[src/rtl/sccb_write_arbiter_pkg.sv]
// Shared types and helpers for the SCCB register-write arbiter.
// Holds the FSM state encoding, byte width, timeout default and rr_pick().
package sccb_arb_pkg;

    localparam int DATA_W             = 8;
    localparam int TMO_W              = 22;
    localparam int TIMEOUT_CYCLES_DEF = 2700000;

    typedef enum logic [3:0] {
        IDLE,
        ARB,
        STORE_ADDR,
        STORE_VAL,
        STORE_END,
        SEND,
        SEND_END,
        WAIT_TX,
        COMPLETE,
        FAULT
    } state_t;

    // First set bit of valid at or after ptr, wrapping mod n (n <= 8).
    // Returns ptr when nothing is valid; callers qualify with |valid.
    function automatic logic [2:0] rr_pick(
        input logic [7:0] valid,
        input logic [2:0] ptr,
        input int         n
    );
        logic [2:0] r;
        int         s;
        r = ptr;
        for (int k = 7; k >= 0; k--) begin
            s = int'(ptr) + k;
            if (s >= n)
                s = s - n;
            if (k < n && valid[s[2:0]])
                r = s[2:0];
        end
        return r;
    endfunction

endpackage

[src/rtl/sccb_write_arbiter_if.sv]
// Requester-side bundle of the SCCB write arbiter.
// master: requester (valid/addr/val out, ready/done/err in); slave: arbiter.
interface sccb_write_arbiter_if #(
    parameter int NUM_REQ = 2
);
    import sccb_arb_pkg::*;

    logic [NUM_REQ-1:0]        req_valid;
    logic [NUM_REQ*DATA_W-1:0] req_reg_addr;
    logic [NUM_REQ*DATA_W-1:0] req_reg_val;
    logic [NUM_REQ-1:0]        req_ready;
    logic [NUM_REQ-1:0]        req_done;
    logic [NUM_REQ-1:0]        req_err;

    modport master (
        output req_valid,
        output req_reg_addr,
        output req_reg_val,
        input  req_ready,
        input  req_done,
        input  req_err
    );

    modport slave (
        input  req_valid,
        input  req_reg_addr,
        input  req_reg_val,
        output req_ready,
        output req_done,
        output req_err
    );

endinterface

[src/rtl/sccb_write_arbiter_rr_arbiter.sv]
// Round-robin picker: combinational pick from a registered pointer.
// Ports: clk, rst_n, valid[NUM_REQ], advance (grant taken), any_o, pick_o.
module rr_arbiter
    import sccb_arb_pkg::*;
#(
    parameter int NUM_REQ = 2,
    parameter int IDX_W   = 1
) (
    input  logic               clk,
    input  logic               rst_n,
    input  logic [NUM_REQ-1:0] valid,
    input  logic               advance,
    output logic               any_o,
    output logic [IDX_W-1:0]   pick_o
);

    logic [IDX_W-1:0] ptr_q;
    logic [7:0]       v8;
    logic [2:0]       p3;

    always_comb begin
        v8 = '0;
        v8[NUM_REQ-1:0] = valid;
    end

    assign p3     = rr_pick(v8, 3'(ptr_q), NUM_REQ);
    assign pick_o = IDX_W'(p3);
    assign any_o  = |valid;

    // Pointer moves just past the winner so it has lowest priority next.
    always_ff @(posedge clk or negedge rst_n) begin
        if (!rst_n)
            ptr_q <= '0;
        else if (advance)
            ptr_q <= (pick_o == IDX_W'(NUM_REQ - 1)) ? '0 : pick_o + 1'b1;
    end

endmodule

[src/rtl/sccb_write_arbiter.sv]
// Shares one i2c_control_fsm byte/store/send port among NUM_REQ writers.
// Ports: sys_clk, sys_rst_n, req_bus (slave), ctrl_* to the fsm,
// busy_o, grant_idx_o. Optional watchdog: define SCCB_TIMEOUT_EN.
module sccb_write_arbiter
    import sccb_arb_pkg::*;
#(
    parameter int NUM_REQ = 2,
    parameter int IDX_W   = (NUM_REQ > 1) ? $clog2(NUM_REQ) : 1
`ifdef SCCB_TIMEOUT_EN
    ,
    parameter int TIMEOUT_CYCLES = TIMEOUT_CYCLES_DEF
`endif
) (
    input  logic                 sys_clk,
    input  logic                 sys_rst_n,
    sccb_write_arbiter_if.slave  req_bus,
    input  logic                 ctrl_init_done_i,
    output logic [DATA_W-1:0]    ctrl_data_o,
    output logic                 ctrl_store_o,
    output logic                 ctrl_send_o,
    input  logic                 ctrl_device_rdy_i,
    input  logic                 ctrl_error_i,
    output logic                 busy_o,
    output logic [IDX_W-1:0]     grant_idx_o
);

    state_t              state;
    logic [IDX_W-1:0]    grant_q;
    logic [DATA_W-1:0]   val_q;
    logic                fault_q;
    logic [NUM_REQ-1:0]  done_q;
    logic [NUM_REQ-1:0]  err_q;
    logic [NUM_REQ-1:0]  ready;
    logic [NUM_REQ-1:0]  own;
    logic                any;
    logic [IDX_W-1:0]    pick;
`ifdef SCCB_TIMEOUT_EN
    logic [TMO_W-1:0]    tmo_q;
`endif

    function automatic logic [NUM_REQ-1:0] onehot(input logic [IDX_W-1:0] i);
        logic [NUM_REQ-1:0] r;
        r    = '0;
        r[i] = 1'b1;
        return r;
    endfunction

    rr_arbiter #(
        .NUM_REQ (NUM_REQ),
        .IDX_W   (IDX_W)
    ) u_rr (
        .clk     (sys_clk),
        .rst_n   (sys_rst_n),
        .valid   (req_bus.req_valid),
        .advance (|ready),
        .any_o   (any),
        .pick_o  (pick)
    );

    // Ready follows live valid so a dropped request gets no accept.
    // In FAULT, accepts alternate with their done pulse.
    always_comb begin
        ready = '0;
        if (any && (state == ARB || (state == FAULT && !(|done_q))))
            ready = onehot(pick);
    end

    assign own               = onehot(grant_q);
    assign req_bus.req_ready = ready;
    assign req_bus.req_done  = done_q;
    assign req_bus.req_err   = err_q;
    assign grant_idx_o       = grant_q;

    always_ff @(posedge sys_clk or negedge sys_rst_n) begin
        if (!sys_rst_n) begin
            state        <= IDLE;
            grant_q      <= '0;
            val_q        <= '0;
            fault_q      <= 1'b0;
            done_q       <= '0;
            err_q        <= '0;
            ctrl_data_o  <= '0;
            ctrl_store_o <= 1'b0;
            ctrl_send_o  <= 1'b0;
            busy_o       <= 1'b0;
`ifdef SCCB_TIMEOUT_EN
            tmo_q        <= '0;
`endif
        end else begin
            ctrl_store_o <= 1'b0;
            ctrl_send_o  <= 1'b0;
            done_q       <= '0;
            err_q        <= '0;
            unique case (state)
                IDLE: begin
                    if (ctrl_init_done_i) begin
                        if (ctrl_error_i) begin
                            state <= FAULT;
                        end else if (any) begin
                            state  <= ARB;
                            busy_o <= 1'b1;
                        end
                    end
                end
                ARB: begin
                    if (any) begin
                        grant_q      <= pick;
                        val_q        <= req_bus.req_reg_val[DATA_W*pick +: DATA_W];
                        ctrl_data_o  <= req_bus.req_reg_addr[DATA_W*pick +: DATA_W];
                        ctrl_store_o <= 1'b1;
                        state        <= STORE_ADDR;
                    end else begin
                        busy_o <= 1'b0;
                        state  <= IDLE;
                    end
                end
                STORE_ADDR: begin
                    ctrl_data_o  <= val_q;
                    ctrl_store_o <= 1'b1;
                    state        <= STORE_VAL;
                end
                STORE_VAL: begin
                    state <= STORE_END;
                end
                STORE_END: begin
                    ctrl_send_o <= 1'b1;
                    state       <= SEND;
                end
                SEND: begin
                    state <= SEND_END;
                end
                SEND_END: begin
                    state <= WAIT_TX;
`ifdef SCCB_TIMEOUT_EN
                    tmo_q <= '0;
`endif
                end
                WAIT_TX: begin
                    if (ctrl_error_i) begin
                        done_q  <= own;
                        err_q   <= own;
                        fault_q <= 1'b1;
                        busy_o  <= 1'b0;
                        state   <= COMPLETE;
                    end else if (ctrl_device_rdy_i) begin
                        done_q  <= own;
                        fault_q <= 1'b0;
                        busy_o  <= 1'b0;
                        state   <= COMPLETE;
                    end
`ifdef SCCB_TIMEOUT_EN
                    // fsm error may never latch, so recover to IDLE.
                    else if (tmo_q == TMO_W'(TIMEOUT_CYCLES - 1)) begin
                        done_q  <= own;
                        err_q   <= own;
                        fault_q <= 1'b0;
                        busy_o  <= 1'b0;
                        state   <= COMPLETE;
                    end else begin
                        tmo_q <= tmo_q + 1'b1;
                    end
`endif
                end
                COMPLETE: begin
                    state <= fault_q ? FAULT : IDLE;
                end
                FAULT: begin
                    if (|ready) begin
                        grant_q <= pick;
                        done_q  <= ready;
                        err_q   <= ready;
                    end
                end
                default: begin
                    state <= IDLE;
                end
            endcase
        end
    end

endmodule

[src/flat_wrapper.sv]
// flat-port wrapper written by rule: the top's interface ports become plain ports
module sccb_write_arbiter_flat import sccb_arb_pkg::*;
#(
    parameter int NUM_REQ = 2,
    parameter int IDX_W   = (NUM_REQ > 1) ? $clog2(NUM_REQ) : 1

)
  (sys_clk, sys_rst_n, ctrl_init_done_i, ctrl_data_o, ctrl_store_o, ctrl_send_o, ctrl_device_rdy_i, ctrl_error_i, busy_o, grant_idx_o, req_bus_req_valid, req_bus_req_reg_addr, req_bus_req_reg_val, req_bus_req_ready, req_bus_req_done, req_bus_req_err);
  sccb_write_arbiter_if #(.NUM_REQ(NUM_REQ)) req_bus_i ();
  input  logic sys_clk;
  input  logic sys_rst_n;
  input  logic ctrl_init_done_i;
  output logic [DATA_W-1:0] ctrl_data_o;
  output logic ctrl_store_o;
  output logic ctrl_send_o;
  input  logic ctrl_device_rdy_i;
  input  logic ctrl_error_i;
  output logic busy_o;
  output logic [IDX_W-1:0] grant_idx_o;
  input wire logic [$bits(req_bus_i.req_valid)-1:0] req_bus_req_valid;
  input wire logic [$bits(req_bus_i.req_reg_addr)-1:0] req_bus_req_reg_addr;
  input wire logic [$bits(req_bus_i.req_reg_val)-1:0] req_bus_req_reg_val;
  output wire logic [$bits(req_bus_i.req_ready)-1:0] req_bus_req_ready;
  output wire logic [$bits(req_bus_i.req_done)-1:0] req_bus_req_done;
  output wire logic [$bits(req_bus_i.req_err)-1:0] req_bus_req_err;
  assign req_bus_i.req_valid = req_bus_req_valid;
  assign req_bus_i.req_reg_addr = req_bus_req_reg_addr;
  assign req_bus_i.req_reg_val = req_bus_req_reg_val;
  assign req_bus_req_ready = req_bus_i.req_ready;
  assign req_bus_req_done = req_bus_i.req_done;
  assign req_bus_req_err = req_bus_i.req_err;
  sccb_write_arbiter #(.NUM_REQ(NUM_REQ), .IDX_W(IDX_W)) u_core (.sys_clk(sys_clk), .sys_rst_n(sys_rst_n), .req_bus(req_bus_i), .ctrl_init_done_i(ctrl_init_done_i), .ctrl_data_o(ctrl_data_o), .ctrl_store_o(ctrl_store_o), .ctrl_send_o(ctrl_send_o), .ctrl_device_rdy_i(ctrl_device_rdy_i), .ctrl_error_i(ctrl_error_i), .busy_o(busy_o), .grant_idx_o(grant_idx_o));
endmodule
[config.mk]
export PLATFORM = sky130hd
export DESIGN_NAME = sccb_write_arbiter_flat
export DESIGN_NICKNAME = d
export VERILOG_FILES = /design/src/rtl/sccb_write_arbiter_pkg.sv /design/src/rtl/sccb_write_arbiter_if.sv /design/src/rtl/sccb_write_arbiter_rr_arbiter.sv /design/src/rtl/sccb_write_arbiter.sv /design/src/flat_wrapper.sv
export SDC_FILE = /design/constraint.sdc
export NUM_CORES = 1
export LEC_CHECK = 0
export ABC_AREA = 0
export BUFFER_PORTS_ARGS = -buffer_cell sky130_fd_sc_hd__buf_2
export CELL_PAD_IN_SITES_DETAIL_PLACEMENT = 0
export CELL_PAD_IN_SITES_GLOBAL_PLACEMENT = 1
export CORE_ASPECT_RATIO = 0.8
export CORE_UTILIZATION = 36
export DETAILED_ROUTE_END_ITERATION = 16
export PLACE_DENSITY = 0.86
export SKIP_LAST_GASP = 1
export SYNTH_ARGS = -nofsm -noshare
export SYNTH_HDL_FRONTEND = slang
export SYNTH_SLANG_ARGS = --single-unit
[constraint.sdc]
create_clock -name sys_clk -period 2.2 [get_ports sys_clk]
set_clock_uncertainty 0.15 [all_clocks]
set_input_delay 0.33 -clock sys_clk [delete_from_list [all_inputs] [get_ports sys_clk]]
set_output_delay 0.33 -clock sys_clk [all_outputs]
set_load 0.01 [all_outputs]
==> Yosys cells after proc, flatten, opt, wreduce, memory -nomap -nowiden <==
Cells that the tools add are included.
{ "totals": {"regBits": 30, "out_inout_bits": 18, "word_cells": 107, "input_bits": 39} }
{ "op_classes": {"n_addsub": 4, "muxes": 44, "n_bitwise": 1, "shifts": 2, "magnitude_cmp": 8, "eq_ne": 17, "n_reduce_logical": 20} }
{ "ops": {"columns": ["operator", "n"], "rows": [
  ["case mux 4 bit (10 select lines)", 1],
  ["indexed part select 16 x 5 -> 8 bit", 2],
  ["2-to-1 mux 4 bit", 6],
  ["2-to-1 mux 1 bit", 18],
  ["== test 4 x 3 -> 1 bit (second input constant)", 4],
  ["case mux 8 bit (2 select lines)", 1],
  ["2-to-1 mux 2 bit", 6],
  ["== test 4 x 2 -> 1 bit (second input constant)", 2],
  ["== test 4 bit (second input constant)", 2],
  ["< comparator 3 x 4 -> 1 bit (second input constant)", 2],
  ["2-to-1 mux 8 bit", 1],
  ["inequality test 2 bit (second input constant)", 4],
  ["case mux 2 bit (2 select lines)", 2],
  ["binary-select mux 1 bit (select 3 bit)", 2],
  ["2-to-1 mux 3 bit", 2],
  ["AND reduction 2 bit", 3],
  ["AND reduction 6 bit", 1],
  ["nonzero test 2 bit", 3],
  ["OR reduction 2 bit", 3],
  ["== test 4 x 1 -> 1 bit (second input constant)", 1],
  ["logical AND 1 bit", 4],
  ["zero test 4 bit", 1],
  ["< comparator 1 x 2 -> 1 bit (second input constant)", 2],
  ["inequality test 2 x 1 -> 1 bit (second input constant)", 2],
  ["18 further kinds", 21]
]} }

==> Longest topological paths before layout <==
Gate-level depths: netlist (run 1).
{ "depth": {"ltp_word": 15, "mapped_depth": 7, "mapped_depth_nobuf": 4} }

==> Hierarchy <==
A second synthesis (run 1) with hierarchy kept.
{ "unflattened": {"cells_unflattened": 175, "area_unflattened_um2": 1720.4} }
{ "modules_own_cells": {"columns": ["mod", "n_inst", "cells_per_inst", "area_per_inst_um2"], "rows": [
  ["sccb_write_arbiter", 1, 166, 1645.3],
  ["rr_arbiter", 1, 9, 75.1]
]} }

==> Worst setup path after synthesis (run 1) <==
OpenSTA, ideal clock, no wires.
{ "synth_timing": {"path_type": "reg-to-reg", "from": "register u_core.state[1]", "to": "register u_core.ctrl_data_o[0]", "synth_period_minus_slack_ns": 1.696, "slack_ns": 0.504, "arrival_time_ns": 1.414, "stages_incl_launch_ff": 7, "setup_time_ns": 0.132, "cell_sequence": "dfrtp_1 -> buf_4 -> inv_2 -> nor4_2 -> or2_1 -> buf_6 -> o221ai_2"} }
{ "synth_between": {"elab_chain_cells": 3} }
{ "synth_lines": {"columns": ["element", "line_no", "rtl"], "rows": [
  ["start, declared", "sccb_write_arbiter.sv:27", "state_t state;"],
  ["start signal, assigned", "sccb_write_arbiter.sv:165", "state <= fault_q ? FAULT : IDLE;"],
  ["== test 4 x 1 -> 1 bit or == test 4 x 2 -> 1 bit (tied branches)", "sccb_write_arbiter.sv:94", "unique case (state)"],
  ["inequality test 2 x 1 -> 1 bit (no source line) or nonzero test 2 bit (tied branches)", null, null],
  ["AND reduction 2 bit (no source line)", null, null],
  ["end signal, assigned", "sccb_write_arbiter.sv:109", "ctrl_data_o <= req_bus.req_reg_addr[DATA_W*pick +: DATA_W];"],
  ["end signal, assigned", "sccb_write_arbiter.sv:118", "ctrl_data_o <= val_q;"],
  ["end, declared", "sccb_write_arbiter.sv:18", "output logic [DATA_W-1:0] ctrl_data_o,"]
]} }
Parallel ways exist; a longest one is shown, timed or not.
A chain may end at the register's enable or synchronous reset.

==> Worst setup path after layout (run 1) <==
{ "layout_timing": {"from": "register u_core.state[2]", "to": "output port req_bus_req_ready[0]"} }
{ "layout_between": {"elab_chain_cells": 5} }
{ "layout_lines": {"columns": ["element", "line_no", "rtl"], "rows": [
  ["== test 4 bit", "sccb_write_arbiter.sv:64", "if (any && (state == ARB || (state == FAULT && !(|done_q))))"],
  ["logical AND 1 bit", "sccb_write_arbiter.sv:64", null],
  ["logical OR 1 bit *", "sccb_write_arbiter.sv:64", null],
  ["logical AND 1 bit *", "sccb_write_arbiter.sv:64", null],
  ["2-to-1 mux 2 bit *", "sccb_write_arbiter.sv:64", null],
  ["end, declared", "flat_wrapper.sv:23", "output wire logic [$bits(req_bus_i.req_ready)-1:0] req_bus_req_ready;"]
]} }
Mark *: on every way between the ends. The rest lies on a longest branch, timed or not.

==> results of run 1 <==
## worst max-delay path, stage by stage (launching register included)
cell and delay (ns):
dfrtp_1 0.49, nor2_4 0.20, nand4_1 0.21, nor2_2 0.21, buf_2 0.16
## metrics by stage
| step | utilization, % | area (um^2) | power [mW] |
|---|---|---|---|
| final | 48.79 | 2038 | 2.786 |
| after global routing | 48.79 | 2038 | 3.007 |
| after CTS | 48.37 | 2021 | 2.780 |
| after detailed placement | 45.52 | 1902 | 2.219 |
| after global placement | 45.52 | 1902 | 2.199 |
| after floorplan | - | 1573 | 1.894 |
## path summary, 6_finish.rpt
| kind | startpoint | end | slack, ns |
|---|---|---|---|
| setup / recovery | u_core.state[2] | req_bus_req_ready[0] | 0.16 |
| hold / removal | req_bus_req_reg_val[9] | u_core.val_q[1] | 0.12 |
| setup reg to reg | u_core.state[0] | u_core.ctrl_data_o[4] | 0.26 |
| hold reg to reg | u_core.fault_q | u_core.fault_q | 0.33 |
| max in group asynchronous | sys_rst_n | u_core.req_bus.req_err[1] | 1.00 |
| min in group asynchronous | sys_rst_n | u_core.val_q[2] | 0.47 |
## placed cells by master (no fill, tap or decap), types with 2 or more instances in the layout
cell type  synthesis  routed
a21oi_1           18      18
a311oi_1           2       2
buf_2              3      56
buf_4              1       8
clkbuf_8           0       5
clkinv_2           0       2
dfrtp_1           30      30
inv_1              9       9
mux2i_1            9       9
nand2_1           28      28
nand3_1            2       2
nand4_1            2       2
nor2_1            17      16
nor2b_1            3       3
o21ai_0            8       8
o221ai_2           8       8
o22ai_1            2       2
or2_1              2       2
## where the power goes
group | switching [mW] | total (mW) | leakage (nW) | internal (mW)
Clock | 0.220 | 0.553 | 0.0579 | 0.333
Sequential | 0.205 | 1.01 | 0.366 | 0.802
Combinational | 0.658 | 1.23 | 0.581 | 0.568
Total | 1.08 | 2.79 | 1.01 | 1.70
## flip-flops by register name, summed over array words and instances (netlist names)
register / flops
u_core.ctrl_data_o: 8
u_core.val_q: 8
u_core.state: 4
u_core.req_bus.req_done: 2
u_core.req_bus.req_err: 2
u_core.busy_o: 1
u_core.ctrl_send_o: 1
u_core.ctrl_store_o: 1
u_core.fault_q: 1
u_core.grant_idx_o: 1
u_core.u_rr.ptr_q: 1
## routing by layer
metal / wire length, um / vias to the layer above
met5: 0 / -
met4: 74 / 0
met3: 239 / 7
met2: 1531 / 45
met1: 1856 / 649
li1: - / 702
## final cells by class
cell class | instances | share of cell area (%)
multi-input combinational | 116 | 35.30
clock buffer | 5 | 3.376
sequential | 30 | 36.83
inverter | 10 | 1.842
clock inverter | 3 | 1.964
tap | 57 | 3.499
timing repair buffer | 65 | 17.19
## cell families (layout without fill, tap and decap cells)
| kind of cell | Yosys count | count (layout) | share of synthesized area [%] |
|---|---|---|---|
| AND/OR/NAND/NOR | 62 | 62 | 18.62 |
| buffers and inverters | 20 | 83 | 6.682 |
| AO/OA/AOI/OAI | 45 | 45 | 21.24 |
| flip-flops | 30 | 30 | 47.73 |
| multiplexers | 9 | 9 | 5.728 |
## what timing repair did
item | CTS | global route
resized for setup | 0 | 1
hold buffers | 1 | 0
endpoints found under the hold margin | 30 | 0
endpoints found under the setup margin | 0 | 1
buffers inserted | 0 | 2
==> flow_summary.ini, run 1 <==
[outcome]
outcome = finished clean

[critical_path]
cp.arrival_ns = 1.56
required_ns = 1.72
crit_fanout = 9
r2r_cells = 4
cp-start-kind = flop
crit_path_end_kind = primary output
path_class = flop to primary output

[power]
p_leak_nw = 1.005
vdd_drop_max_mv = 0.5865
power_density_nw_per_um2 = 1367

[synthesis]
synth.avg_cell_area_um2 = 9.474
ys_seq_area_share_pct = 47.73
synth_edf_count = 0
yosysTopAreaCell = dfrtp_1
ys_ff_latch = 30
yosys_warnings = 0
syn_area_um2 = 1573
async_flop_share_pct = 100.0
synth.distinct_cells = 34
synthTopCellsByCount = dfrtp_1 (30), nand2_1 (28), a21oi_1 (18)
syn_inst = 166
syn_nets = 205
synth.top_cells.by_area = dfrtp_1 (48%), o221ai_2 (7.6%), nand2_1 (6.7%)
yosysMostFrequentCell = dfrtp_1
synth_flop_cell = dfrtp_1
synth_top_area_share_pct = 47.73

[cts]
cts_root_buf = clkbuf_8
cts_buffers = 5
clockBufferDepth = 2
htree_levels = 2
clkSlewWorstSetupHoldPaths_ns = 0.07
cts_sinks = 30
cts_tree = yes
clk_latency_ns = 0.29

[global_routing]
overflow = 0
grt_pass1_vias = 1299
grt_pass1_wl_um = 6265
grt_antenna_before_repair = 0
grt_max_degree = 31
met3_usage_pct = 5.185
globalRouteMet2Util_pct = 26.49
grt_use_total_pct = 17.86
use_met1_pct = 24.35
busiest_layer = met2

[timing]
tightest_slew_ns = 0.6749
tns_ns = 0
hold-worst-slack_ns = 0.1169
slew_headroom_pct = 55.00
final_max_slew_viol_count = 0
fmax_mhz = 491.1
hold_violations = 0
setup_ws_ns = 0.1638
min_period_ns = 2.036
rsz0062_at_grt = false
fin_crit_sh_pct = 92.55
setup_violations = 0

[detailed_routing]
drtIter0Drc = 61
avgRoutedWirePerCell_um = 12.95
wl_um = 3703
drc = 0
firstDrtPassIters = 4
vias = 1403
avgViaCountPerCell = 4.906
route.antenna.remaining_nets = 0

[die]
core-area_um2 = 4178
die_h_um = 61.12
io_pins = 57
dieWidth_um = 75.90
rows = 21
die_area_um2 = 4639
initial_core_util_pct = 37.65

[flow_run]
maxCapViolations = 0

[final_layout]
final_nets = 267
multiInputGateArea_um2 = 719.4
drive_gt1_share_pct = 37.12
seqCellArea_um2 = 750.7
area_growth_pct = 29.59
antennaDiodeCount = 0
final.fill_count = 406
layoutNonFillerInstCount = 286

[hold_path]
holdCritPathClass = input port to flop
hold_depth = 3

[placed_design]
place.gp.congestion = 0.7883
pre_cts_slack_ns = 0.2628
dp_cells = 275
dp_hpwl_um = 2690
port_buffers = 56
Note: power is estimated with default switching activity, not from simulation.
==> run 2, diff against run 1 <==
==> constraint.sdc (replaced) <==
create_clock -name sys_clk -period 2 [get_ports sys_clk]
set_clock_uncertainty 0.15 [all_clocks]
set_input_delay 0.3 -clock sys_clk [delete_from_list [all_inputs] [get_ports sys_clk]]
set_output_delay 0.3 -clock sys_clk [all_outputs]
set_load 0.01 [all_outputs]
==> run 2 against run 1 <==
- global-route usage fell by 0.23 points
- combinational power rose by 25%
- total power rose by 14%
- critical path depth rose by 1
- utilization rose by 1.6 points
- final area rose by 3.4%
- worst setup slack got worse by 0.036 ns
- sequential share of layout area fell by 1.1 points
- sequential power rose by 6%
- first-iteration DRC count fell by 6.6%
- critical endpoint unchanged
- largest cell class unchanged
==> flow_summary.ini, run 2 (synthesized netlist as in run 1, its figures left out) <==
[critical_path]
crit_path_end_kind = primary output
timing.rr.end = u_core.ctrl_data_o[4]
slowest_stage = dfrtp_1
crit_chain = buf_6 > o21ai_1 > nand4_1 > nor2_2 > buf_2
r2r_slack_ns = 0.23
cp-start-kind = flop
max_stage_delay_ns = 0.41
required_ns = 1.55
path_class = flop to primary output
cp.buffers_inverters = 2
critical_path.top_delay_family = flip-flops
crit_path_start = u_core.state[3]
crit_fanout = 5
r2r_start = u_core.state[1]
cp.arrival_ns = 1.42
r2r_cells = 5

[cts]
htree_levels = 2
cts_buffers = 5
cts_root_buf = clkbuf_8
cts_sinks = 30
clockBufferDepth = 2
clk_latency_ns = 0.27
cts_tree = yes
clkSlewWorstSetupHoldPaths_ns = 0.07

[final_layout]
drive_gt1_share_pct = 39.83
antennaDiodeCount = 0
area_growth_pct = 33.97
layoutNonFillerInstCount = 293
final_nets = 274
final_common_cell = buf_2
largest_registers = u_core.ctrl_data_o: 8 flops, u_core.val_q: 8 flops, u_core.state: 4 flops
final_cell_mix = buf_2 (57), nand2_1 (28), dfrtp_1 (28), a21oi_1 (18), nor2_1 (16)
finish.utilization_pct = 50.43
final.fill_count = 413

[power]
p_switching_mw = 1.209
power_density_nw_per_um2 = 1513
vdd_drop_max_mv = 0.6898
power_frac_seq_pct = 33.5
clockPowerShare_pct = 18.3
p_total_mw = 3.188
comb_power_share_pct = 48.2
swShare_pct = 37.93
p_leak_nw = 1.044
p_int_mw = 1.979

[timing]
tightest_slew_ns = 0.6638
setup_ws_ns = 0.1274
final_max_slew_viol_count = 0
setup_violations = 0
slew_headroom_pct = 55.74
tns_ns = 0
min_period_ns = 1.873
fin_crit_sh_pct = 93.63
hold_violations = 0
fmax_mhz = 534.0

[placed_design]
dp_cells = 276
dp_hpwl_um = 2674
place.gp.congestion = 0.8178
pre_cts_slack_ns = 0.1779
port_buffers = 56

[global_routing]
globalRouteMet2Util_pct = 28.18
grt_max_degree = 31
grt_use_total_pct = 17.63
overflow = 0
grt_pass1_vias = 1276
busiest_layer = met2
met3_usage_pct = 6.222
use_met1_pct = 23.13
grt_pass1_wl_um = 6210
grt_antenna_before_repair = 0

[detailed_routing]
avgViaCountPerCell = 4.881
drtIter0Drc = 57
avgRoutedWirePerCell_um = 12.95
drc = 0
firstDrtPassIters = 4
route.antenna.remaining_nets = 0
wl_um = 3795
vias = 1430

[hold_path]
hold_depth = 3
holdCritPathClass = input port to flop
min_to = u_core.val_q[1]
hold_start = req_bus_req_reg_val[9]

[die]
rows = 21
initial_core_util_pct = 37.65
core-area_um2 = 4178
die_h_um = 61.12
die_area_um2 = 4639
dieWidth_um = 75.90
io_pins = 57

[outcome]
outcome = finished clean

[flow_run]
maxCapViolations = 0
==> run 2: cell types whose count changed in the layout (fill, tap and decap cells not counted) <==
cell and delta:
buf_4 +4, dfrtp_1 -2, dfrtp_2 +2, buf_12 +1, buf_2 +1, buf_6 +1, o21ai_0 -1, o21ai_1 +1
==> run 2: what timing repair did <==
action / in CTS / in global routing
hold buffers: 1 / 0
buffers inserted: 1 / 6
endpoints found under the setup margin: 1 / 1
resized for setup: 0 / 5
cloned: 0 / 1
endpoints found under the hold margin: 30 / 0
pin swaps: 1 / 2
==> run 2: layout make-up <==
type,count,area (um^2),share of cell area [%]
Tap cell,57,71.32,3.385
Inverter,10,37.54,1.781
Clock buffer,5,68.82,3.266
Multi-Input combinational cell,116,719.4,34.14
Clock inverter,3,40.04,1.900
Sequential cell,30,753.2,35.75
Timing Repair Buffer,72,416.7,19.77
==> run 2: worst max-delay path by stage <==
stage                                 end  slack, ns  depth (start not counted)
floorplan           u_core.ctrl_data_o[0]       0.30                          6
global placement    u_core.ctrl_data_o[1]       0.21                          5
detailed placement  u_core.ctrl_data_o[4]       0.18                          5
CTS                  req_bus_req_ready[0]       0.05                          5
global route         req_bus_req_ready[0]      -0.02                          5
finish               req_bus_req_ready[0]       0.13                          5
==> run 2: stage by stage <==
step | area, um^2 | hold slack [ns]
6_report | 2107 | 0.1001
5_1_grt | 2107 | 0.1037
4_1_cts | 2048 | 0.09946
3_5_place_dp | 1922 | 0.2310
3_3_place_gp | 1922 | 0.2240
2_1_floorplan | 1573 | -0.1456
==> run 2: power by group through the flow <==
stage	sequential (mW)	combinational, mW	clock, mW
floorplan	1.07	1.01	0
global placement	1.07	1.39	0
detailed placement	1.08	1.41	0
CTS	1.07	1.43	0.599
global route	1.11	1.71	0.637
finish	1.07	1.54	0.584
==> run 2: layer usage <==
layer | share of wire (%) | wire (um)
met5 | 0 | 0
met4 | 0.55 | 21
met3 | 7.3 | 277
met2 | 46 | 1736
met1 | 46 | 1758
==> run 2: worst reg2reg max path: stages (launching register included) <==
cell and delay [ns]:
dfrtp_2 0.47, nor2_4 0.12, buf_4 0.17, and3_4 0.19, or2_1 0.39, o221ai_2 0.15
